`config.mk`:
```
export PLATFORM = sky130hd
export DESIGN_NAME = timing_control_unit
export DESIGN_NICKNAME = d
export VERILOG_FILES = /design/src/rtl/timing_control_unit.sv
export SDC_FILE = /design/constraint.sdc
export NUM_CORES = 1
export LEC_CHECK = 0
export ABC_AREA = 1
export ABC_CLOCK_PERIOD_IN_PS = 1100
export BUFFER_PORTS_ARGS = -buffer_cell sky130_fd_sc_hd__buf_4
export CORE_MARGIN = 5
export CORE_UTILIZATION = 41
export CTS_CLUSTER_SIZE = 14
export DETAILED_ROUTE_END_ITERATION = 7
export PLACE_DENSITY_LB_ADDON = 0.1
export SYNTH_ARGS = -nofsm -noshare
export SYNTH_HDL_FRONTEND = slang
export SYNTH_SLANG_ARGS = --single-unit
```
`constraint.sdc`:
```
create_clock -name i_clk -period 1.1 [get_ports i_clk]
set_clock_uncertainty 0.05 [all_clocks]
set_input_delay 0.22 -clock i_clk [delete_from_list [all_inputs] [get_ports i_clk]]
set_output_delay 0.22 -clock i_clk [all_outputs]
set_load 0.01 [all_outputs]
```
`src/rtl/timing_control_unit.sv`:
```
// Instruction register and timing counter sequencer for the cpu6502 decoder; opcode lands in o_ir one cycle after SYNC.
// Stalls only while i_rdy=0 on read cycles. Define JAM_DETECT_EN to halt on TCU overflow instead of ending the instruction.
module timing_control_unit #(
   parameter logic [7:0] OPCODE_BRK = 8'h00,
   parameter logic [2:0] TCU_MAX    = 3'd7
) (
   input  logic       i_clk,
   input  logic       i_reset_n,
   input  logic       i_rdy,
   input  logic       i_rw,
   input  logic [7:0] i_data,
   input  logic [2:0] i_tcu_next,
   input  logic       i_done,
   input  logic       i_nmi_n,
   input  logic       i_irq_n,
   input  logic       i_flag_i,
   output logic [7:0] o_ir,
   output logic [2:0] o_tcu,
   output logic       o_sync,
   output logic [1:0] o_int_source,
   output logic       o_nmi_pending,
   output logic       o_jam
);

   typedef enum logic [1:0] {ST_FETCH, ST_EXEC, ST_JAM} state_t;

   localparam logic [1:0] SRC_OPCODE = 2'b00;
   localparam logic [1:0] SRC_IRQ    = 2'b01;
   localparam logic [1:0] SRC_NMI    = 2'b10;
   localparam logic [1:0] SRC_RESET  = 2'b11;

   state_t     state_q;
   logic [7:0] ir_q;
   logic [2:0] tcu_q;
   logic       sync_q;
   logic [1:0] src_q;
   logic       nmi_prev_q;
   logic       nmi_pend_q;
   logic       nmi_pend_d;
   logic       int_lat_q;

   logic advance;
   logic nmi_fall;
   logic nmi_clr;
   logic irq_req;
   logic overflow;
   logic instr_end;

   assign advance  = i_rdy | ~i_rw;
   assign nmi_fall = nmi_prev_q & ~i_nmi_n;
   assign irq_req  = ~i_irq_n & ~i_flag_i;
   assign overflow = ~i_done & (tcu_q == TCU_MAX);
   assign nmi_clr  = (state_q == ST_FETCH) & advance & int_lat_q & nmi_pend_q;
   // A new edge arriving on the service edge must not be lost.
   assign nmi_pend_d = (nmi_pend_q & ~nmi_clr) | nmi_fall;

`ifdef JAM_DETECT_EN
   logic jam_q;
   assign instr_end = i_done;
   assign o_jam     = jam_q;
`else
   assign instr_end = i_done | overflow;
   assign o_jam     = 1'b0;
`endif

   always_ff @(posedge i_clk or negedge i_reset_n) begin
      if (!i_reset_n) begin
         state_q    <= ST_EXEC;
         ir_q       <= 8'h00;
         tcu_q      <= 3'd1;
         sync_q     <= 1'b0;
         src_q      <= SRC_RESET;
         nmi_prev_q <= 1'b1;
         nmi_pend_q <= 1'b0;
         int_lat_q  <= 1'b0;
`ifdef JAM_DETECT_EN
         jam_q      <= 1'b0;
`endif
      end else begin
         nmi_prev_q <= i_nmi_n;
         nmi_pend_q <= nmi_pend_d;
         case (state_q)
            ST_FETCH: begin
               if (advance) begin
                  if (int_lat_q) begin
                     ir_q  <= OPCODE_BRK;
                     src_q <= nmi_pend_q ? SRC_NMI : SRC_IRQ;
                  end else begin
                     ir_q  <= i_data;
                     src_q <= SRC_OPCODE;
                  end
                  tcu_q   <= 3'd1;
                  sync_q  <= 1'b0;
                  state_q <= ST_EXEC;
               end
            end
            ST_EXEC: begin
               if (advance) begin
                  if (instr_end) begin
                     tcu_q     <= 3'd0;
                     sync_q    <= 1'b1;
                     state_q   <= ST_FETCH;
                     int_lat_q <= nmi_pend_q | irq_req;
                  end else if (!overflow) begin
                     tcu_q <= i_tcu_next;
                  end
`ifdef JAM_DETECT_EN
                  else begin
                     state_q <= ST_JAM;
                     jam_q   <= 1'b1;
                  end
`endif
               end
            end
            default: ;
         endcase
      end
   end

   assign o_ir          = ir_q;
   assign o_tcu         = tcu_q;
   assign o_sync        = sync_q;
   assign o_int_source  = src_q;
   assign o_nmi_pending = nmi_pend_q;

endmodule

```
==> results_dict.tcl, run 1 <==
set metrics [dict create \
    run_status "finished with violations" \
    violations "negative setup slack" \
    cts_root_buf "clkbuf_4" \
    seq_area_frac_synth 0.5407 \
    vias 731 \
    rows 16 \
    p_per_area_nw_per_um2 1644 \
    ios 35 \
    syn_avg_cell_area_um2 9.180 \
    core_um2 1962 \
    hold_path_end "o_tcu[1]$_DFFE_PN0P_" \
    dp_cells 151 \
    crit_arrival_ps 1040 \
    gr-total-overflow 0 \
    end_kind "primary output" \
    die_x_um 55.39 \
    ant_nets 0 \
    antenna_cells 0 \
    worstSetupPathType "register to primary output" \
    clkTransAtPathRegs_ps 100 \
    setup_slack_ps -209.7 \
    maxSlewViolCount 0 \
    fp.dieH_um 55.39 \
    max-cap-violations 0 \
    ys_ff_latch 18 \
    final_cells 166 \
    gp_congestion 0.6911 \
    r2r_end "o_tcu[2]$_DFFE_PN0P_" \
    area_growth_pct 58.67 \
    dieArea_um2 3068 \
    worstHoldPathCells 3 \
    rr_worst_depth 6 \
    grt_max_degree 23 \
    synth_cells 92 \
    ys_types 17 \
    port_buffers 33 \
    cp_data_required_time_ps 830 \
    clock_latency_ps 290 \
    syn_nets 111 \
    grt_usage 0.1330 \
    viasPerCell 4.404 \
    seq_area_um2 456.7 \
    cts_tree "done" \
    finalSetupViolCount 8 \
    numCtsBuffers 3 \
    grt_pass1_wl_um 3256 \
    hold_viol 0 \
    nets 159 \
    holdCritStartpoint "i_tcu_next[1]" \
    initial_core_util 0.4305 \
    max_freq_ghz 0.7635 \
    critPathMaxFanout 2 \
    fin_crit_sh 1.191 \
    regToRegStartpoint "o_tcu[0]$_DFFE_PN1P_" \
    yosysWarnings 0 \
    synth_area_um2 844.6 \
    multiInputGateArea_um2 362.8 \
    clkSinkCount 18 \
    finalWirelength_um 2006 \
    p_leak_nw 0.6958 \
    fill_cells 158 \
    pre_cts_slack_ps -26.90 \
    remaining_drc_errors 0 \
    clockBufferDepth 2 \
    dr.pass1.iters 3 \
    rsz0062_at_grt "yes" \
    hp-class "input port to register" \
    grt_antenna_before_repair 0 \
    cp-start-kind "register" \
    htree_num_levels 1 \
    worst_ir_drop_vdd_uv 846.5 \
    drtIter0Drc 4 \
    final.min_clock_period_ps 1310 \
    wl_per_cell_um 12.08 \
    hpwl_um 1255 \
    worst-r2r-setup-slack_ps -50 \
    grt_pass1_vias 735 \
    drive_above_1_share 0.5468 \
]
==> per-stage QoR <==
step / utilization / hold slack [ps] / area, µm² / TNS (ps) / total power, mW
finish: 0.6830 / 78.03 / 1340 / -571.0 / 2.203
global route: 0.6830 / 94.55 / 1340 / -1191 / 2.332
CTS: 0.6486 / 68.43 / 1272 / -514.8 / 2.166
detailed placement: 0.5619 / 48.54 / 1102 / -233.8 / 1.585
global placement: 0.5619 / 51.17 / 1102 / -47.83 / 1.574
floorplan: - / -125.6 / 844.6 / 0 / 1.284
==> cells in the mapped netlist <==
master / instances / area, µm²
nand2_1: 33 / 123.9
dfstp_2: 5 / 131.4
inv_1: 9 / 33.78
inv_4: 1 / 6.260
conb_1: 1 / 3.750
nand2_4: 2 / 22.52
buf_4: 1 / 7.510
nor2_1: 5 / 18.77
dfrtp_1: 13 / 325.3
o21ai_0: 3 / 15.01
buf_12: 1 / 20.02
o21ai_2: 10 / 87.58
a21oi_2: 1 / 8.760
inv_2: 2 / 7.510
nand3_1: 3 / 15.01
buf_6: 1 / 11.26
nand2_2: 1 / 6.260
==> state kept, by name (all words and copies together) (netlist names) <==
signal,count
int_lat_q,1
nmi_prev_q,1
o_int_source,2
o_ir,8
o_nmi_pending,1
o_sync,1
o_tcu,3
state_q,1
==> worst max path at each step <==
stage | start | endpoint | cells after the start
6_report | o_tcu[0]$_DFFE_PN1P_ | o_tcu[0] | 2
5_1_grt | o_tcu[0]$_DFFE_PN1P_ | o_tcu[0] | 2
4_1_cts | o_tcu[0]$_DFFE_PN1P_ | o_tcu[0] | 2
3_5_place_dp | state_q[0]$_DFFE_PN1P_ | o_ir[2]$_DFFE_PN0N_ | 4
3_3_place_gp | state_q[0]$_DFFE_PN1P_ | o_nmi_pending$_DFF_PN0_ | 4
2_1_floorplan | o_tcu[0]$_DFFE_PN1P_ | int_lat_q$_DFFE_PN0P_ | 5
==> layout by cell type (no fill, tap or decap) <==
cell	synthesis	final
inv_2	2	3
dlygate4sd3_1	0	2
dfrtp_1	13	13
nand2_8	0	2
inv_1	9	8
dfstp_2	5	5
clkbuf_8	0	1
nand2_4	2	3
nor2_1	5	4
nand3_1	3	2
o21ai_0	3	3
o21ai_2	10	10
clkbuf_4	0	3
nand2_2	1	2
conb_1	1	1
buf_6	1	16
nand2_1	33	30
a21oi_2	1	1
buf_4	1	27
nand3_4	0	1
nor2_2	0	1
inv_4	1	1
==> cells by family (layout without fill, tap and decap cells) <==
logic type             count (synthesis)  after routing  synth area share
DFF                                   18             18            0.5407
other                                  1              1          0.004440
AOI/OAI and AO/OA                     14             14            0.1318
buffers and inverters                 15             61            0.1022
and+or+nand+nor                       44             45            0.2207
==> cell type report <==
class | instances | area share
Tap cell | 27 | 0.02521
Inverter | 12 | 0.03548
Sequential cell | 18 | 0.3408
Multi-Input combinational cell | 60 | 0.2708
Timing Repair Buffer | 45 | 0.3007
Clock buffer | 4 | 0.02708
==> critical path, cell delays in order, from the launching register on <==
cell and delay [ps]:
dfstp_2 560, buf_6 100, buf_6 90
==> per-layer routing <==
layer  wire (µm)  vias to the layer above  GRT usage  share of wire
li1            -                      374          -              -
met1         791                      339     0.1555           0.39
met2        1089                       16     0.2247           0.54
met3         115                        2    0.03497          0.057
met4          10                        0    0.06250         0.0050
met5           0                        -          0              0
==> report_power, final <==
group / total [mW] / internal (mW) / leakage, nW / switching [mW]
Clock: 0.409 / 0.202 / 0.0210 / 0.207
Sequential: 0.938 / 0.828 / 0.217 / 0.110
Combinational: 0.856 / 0.470 / 0.458 / 0.386
==> timing repair <==
| action | CTS | global route |
|---|---|---|
| endpoints found under the setup margin | 27 | 32 |
| hold buffers | 2 | 0 |
| buffers inserted | 6 | 2 |
| endpoints found under the hold margin | 19 | 0 |
| pin swaps | 0 | 6 |
| cloned | 0 | 1 |
| gates resized for setup | 17 | 10 |
Power figures use the tool's default switching activity.
==> run 2, diff against run 1 <==
--- a/config.mk
+++ b/config.mk
@@ -13,6 +13,7 @@
 export CTS_CLUSTER_SIZE = 14
 export DETAILED_ROUTE_END_ITERATION = 7
 export PLACE_DENSITY_LB_ADDON = 0.1
+export SETUP_SLACK_MARGIN = 0.4
 export SYNTH_ARGS = -nofsm -noshare
 export SYNTH_HDL_FRONTEND = slang
 export SYNTH_SLANG_ARGS = --single-unit
==> run 2 against run 1 <==
Effect of this change:
- the run still ends with negative setup slack left
- count of clock-buffer cells in the layout stayed put
- die area unchanged
- first-iteration DRC count rose to 4.0 times the previous value
- cell count increased by 4.2%
- worst hold slack lost 16 ps
- critical path type unchanged
- fmax increased by 8.3%
- utilization is 7.1 points higher
- via count is 8.2% higher
- critical path depth shrank 1
- flip-flop and latch count is the same
- clock power about the same
- critical endpoint unchanged
- sequential power grew 0.6%
==> results_dict.tcl, run 2 (synthesis gave the netlist of run 1 again) <==
set metrics [dict create \
    grt_pass1_wl_um 3829 \
    end_kind "primary output" \
    vias 791 \
    gp_congestion 0.7106 \
    grt_usage 0.1548 \
    dpl-instance-area_um2 1100 \
    final_cell_mix "32 x buf_4, 22 x nand2_1, 16 x buf_6" \
    p_per_area_nw_per_um2 1651 \
    fp.dieH_um 55.39 \
    grt_pass1_vias 830 \
    core_um2 1962 \
    viasPerCell 4.572 \
    dp_cells 149 \
    max-cap-violations 0 \
    nets 166 \
    worstSetupPathType "register to primary output" \
    antenna_cells 0 \
    grt_antenna_before_repair 0 \
    critPathMaxFanout 2 \
    finalWirelength_um 2192 \
    wl_per_cell_um 12.67 \
    hold_viol 0 \
    clockBufferDepth 2 \
    port_buffers 33 \
    final_cells 173 \
    p_leak_nw 0.7590 \
    clock_latency_ps 290 \
    finalSetupViolCount 11 \
    grt_max_degree 19 \
    maxSlewViolCount 0 \
    slowest_stage "dfstp_2" \
    initial_core_util 0.4305 \
    area_growth_pct 75.11 \
    busiest_layer "met2" \
    cp_data_required_time_ps 830 \
    hp-class "input port to register" \
    rows 16 \
    largest_reg_flops 8 \
    cp_top_family "flip-flops" \
    clkSinkCount 18 \
    ios 35 \
    cts_tree "done" \
    clkTransAtPathRegs_ps 110 \
    violations "negative setup slack" \
    setup_slack_ps -109.9 \
    cp-start-kind "register" \
    final.min_clock_period_ps 1210 \
    die_x_um 55.39 \
    remaining_drc_errors 0 \
    numCtsBuffers 3 \
    rsz0062_at_grt "yes" \
    fin_crit_sh 1.100 \
    met2_usage 0.2669 \
    worst_ir_drop_vdd_uv 1155 \
    drtIter0Drc 16 \
    gr-total-overflow 0 \
    path_buf_inv 1 \
    cts_root_buf "clkbuf_4" \
    run_status "finished with violations" \
    crit_arrival_ps 940 \
    fill_cells 149 \
    final_common_cell "buf_4" \
    drive_above_1_share 0.6301 \
    dieArea_um2 3068 \
    crit_chain "buf_6" \
    finalInstanceArea_um2 1479 \
    slowest_delay_ps 550 \
    grt_use_met1 0.1901 \
    hpwl_um 1253 \
    globalRouteMet3Util 0.03030 \
    pre_cts_slack_ps -55.05 \
    max_freq_ghz 0.8265 \
    ant_nets 0 \
    htree_num_levels 1 \
    dr.pass1.iters 4 \
]
[run 2: final timing paths]
kind / from / endpoint / slack, ps / cells past startpoint
worst min register to register: o_int_source[0]$_DFFE_PN1N_ / o_int_source[0]$_DFFE_PN1N_ / 450 / 2
worst min-delay path: i_tcu_next[2] / o_tcu[2]$_DFFE_PN0P_ / 60 / 3
min in group asynchronous: i_reset_n / o_tcu[2]$_DFFE_PN0P_ / 260 / 2
max in group asynchronous: i_reset_n / o_int_source[1]$_DFFE_PN1N_ / 480 / 2
worst max-delay path: o_tcu[0]$_DFFE_PN1P_ / o_tcu[0] / -110 / 1
worst max register to register: o_tcu[0]$_DFFE_PN1P_ / int_lat_q$_DFFE_PN0P_ / -30 / 6
[run 2: layout make-up]
cell class,instances,area (µm²),area share
clock buffer,4,36.28,0.02453
timing repair buffer,50,440.4,0.2978
inverter,12,55.05,0.03723
multi-input combinational,62,456.7,0.3088
sequential,18,456.7,0.3088
tap,27,33.78,0.02284
[run 2: stage by stage]
step	util	setup TNS [ps]	power [mW]	hold WS, ps
2_1_floorplan	-	0	1.294	-125.6
3_3_place_gp	0.5606	-222.6	1.570	54.50
3_5_place_dp	0.5606	-488.4	1.585	49.32
4_1_cts	0.7200	-454.3	2.345	59.18
5_1_grt	0.7538	-1308	2.601	76.56
6_report	0.7538	-431.0	2.442	62.01
[run 2: what timing repair did]
| action | CTS | global route |
|---|---|---|
| hold buffers | 2 | 0 |
| gates resized for setup | 34 | 11 |
| endpoints found under the setup margin | 32 | 32 |
| cloned | 3 | 0 |
| buffers inserted | 13 | 2 |
| pin swaps | 6 | 4 |
| endpoints found under the hold margin | 19 | 0 |
[run 2: layer usage]
| layer | part of all wire | up-vias |
|---|---|---|
| li1 | - | 391 |
| met1 | 0.41 | 381 |
| met2 | 0.55 | 17 |
| met3 | 0.039 | 2 |
| met4 | 0.0046 | 0 |
| met5 | 0 | - |
[run 2: power breakdown]
group,switching (mW),leakage [nW],internal [mW]
clock network,0.205,0.0210,0.201
logic,0.490,0.521,0.602
registers,0.117,0.217,0.827
[run 2: tightest hold or removal path: stages]
cell and delay (ps):
buf_4 70, nand2_1 40, nand2_1 40
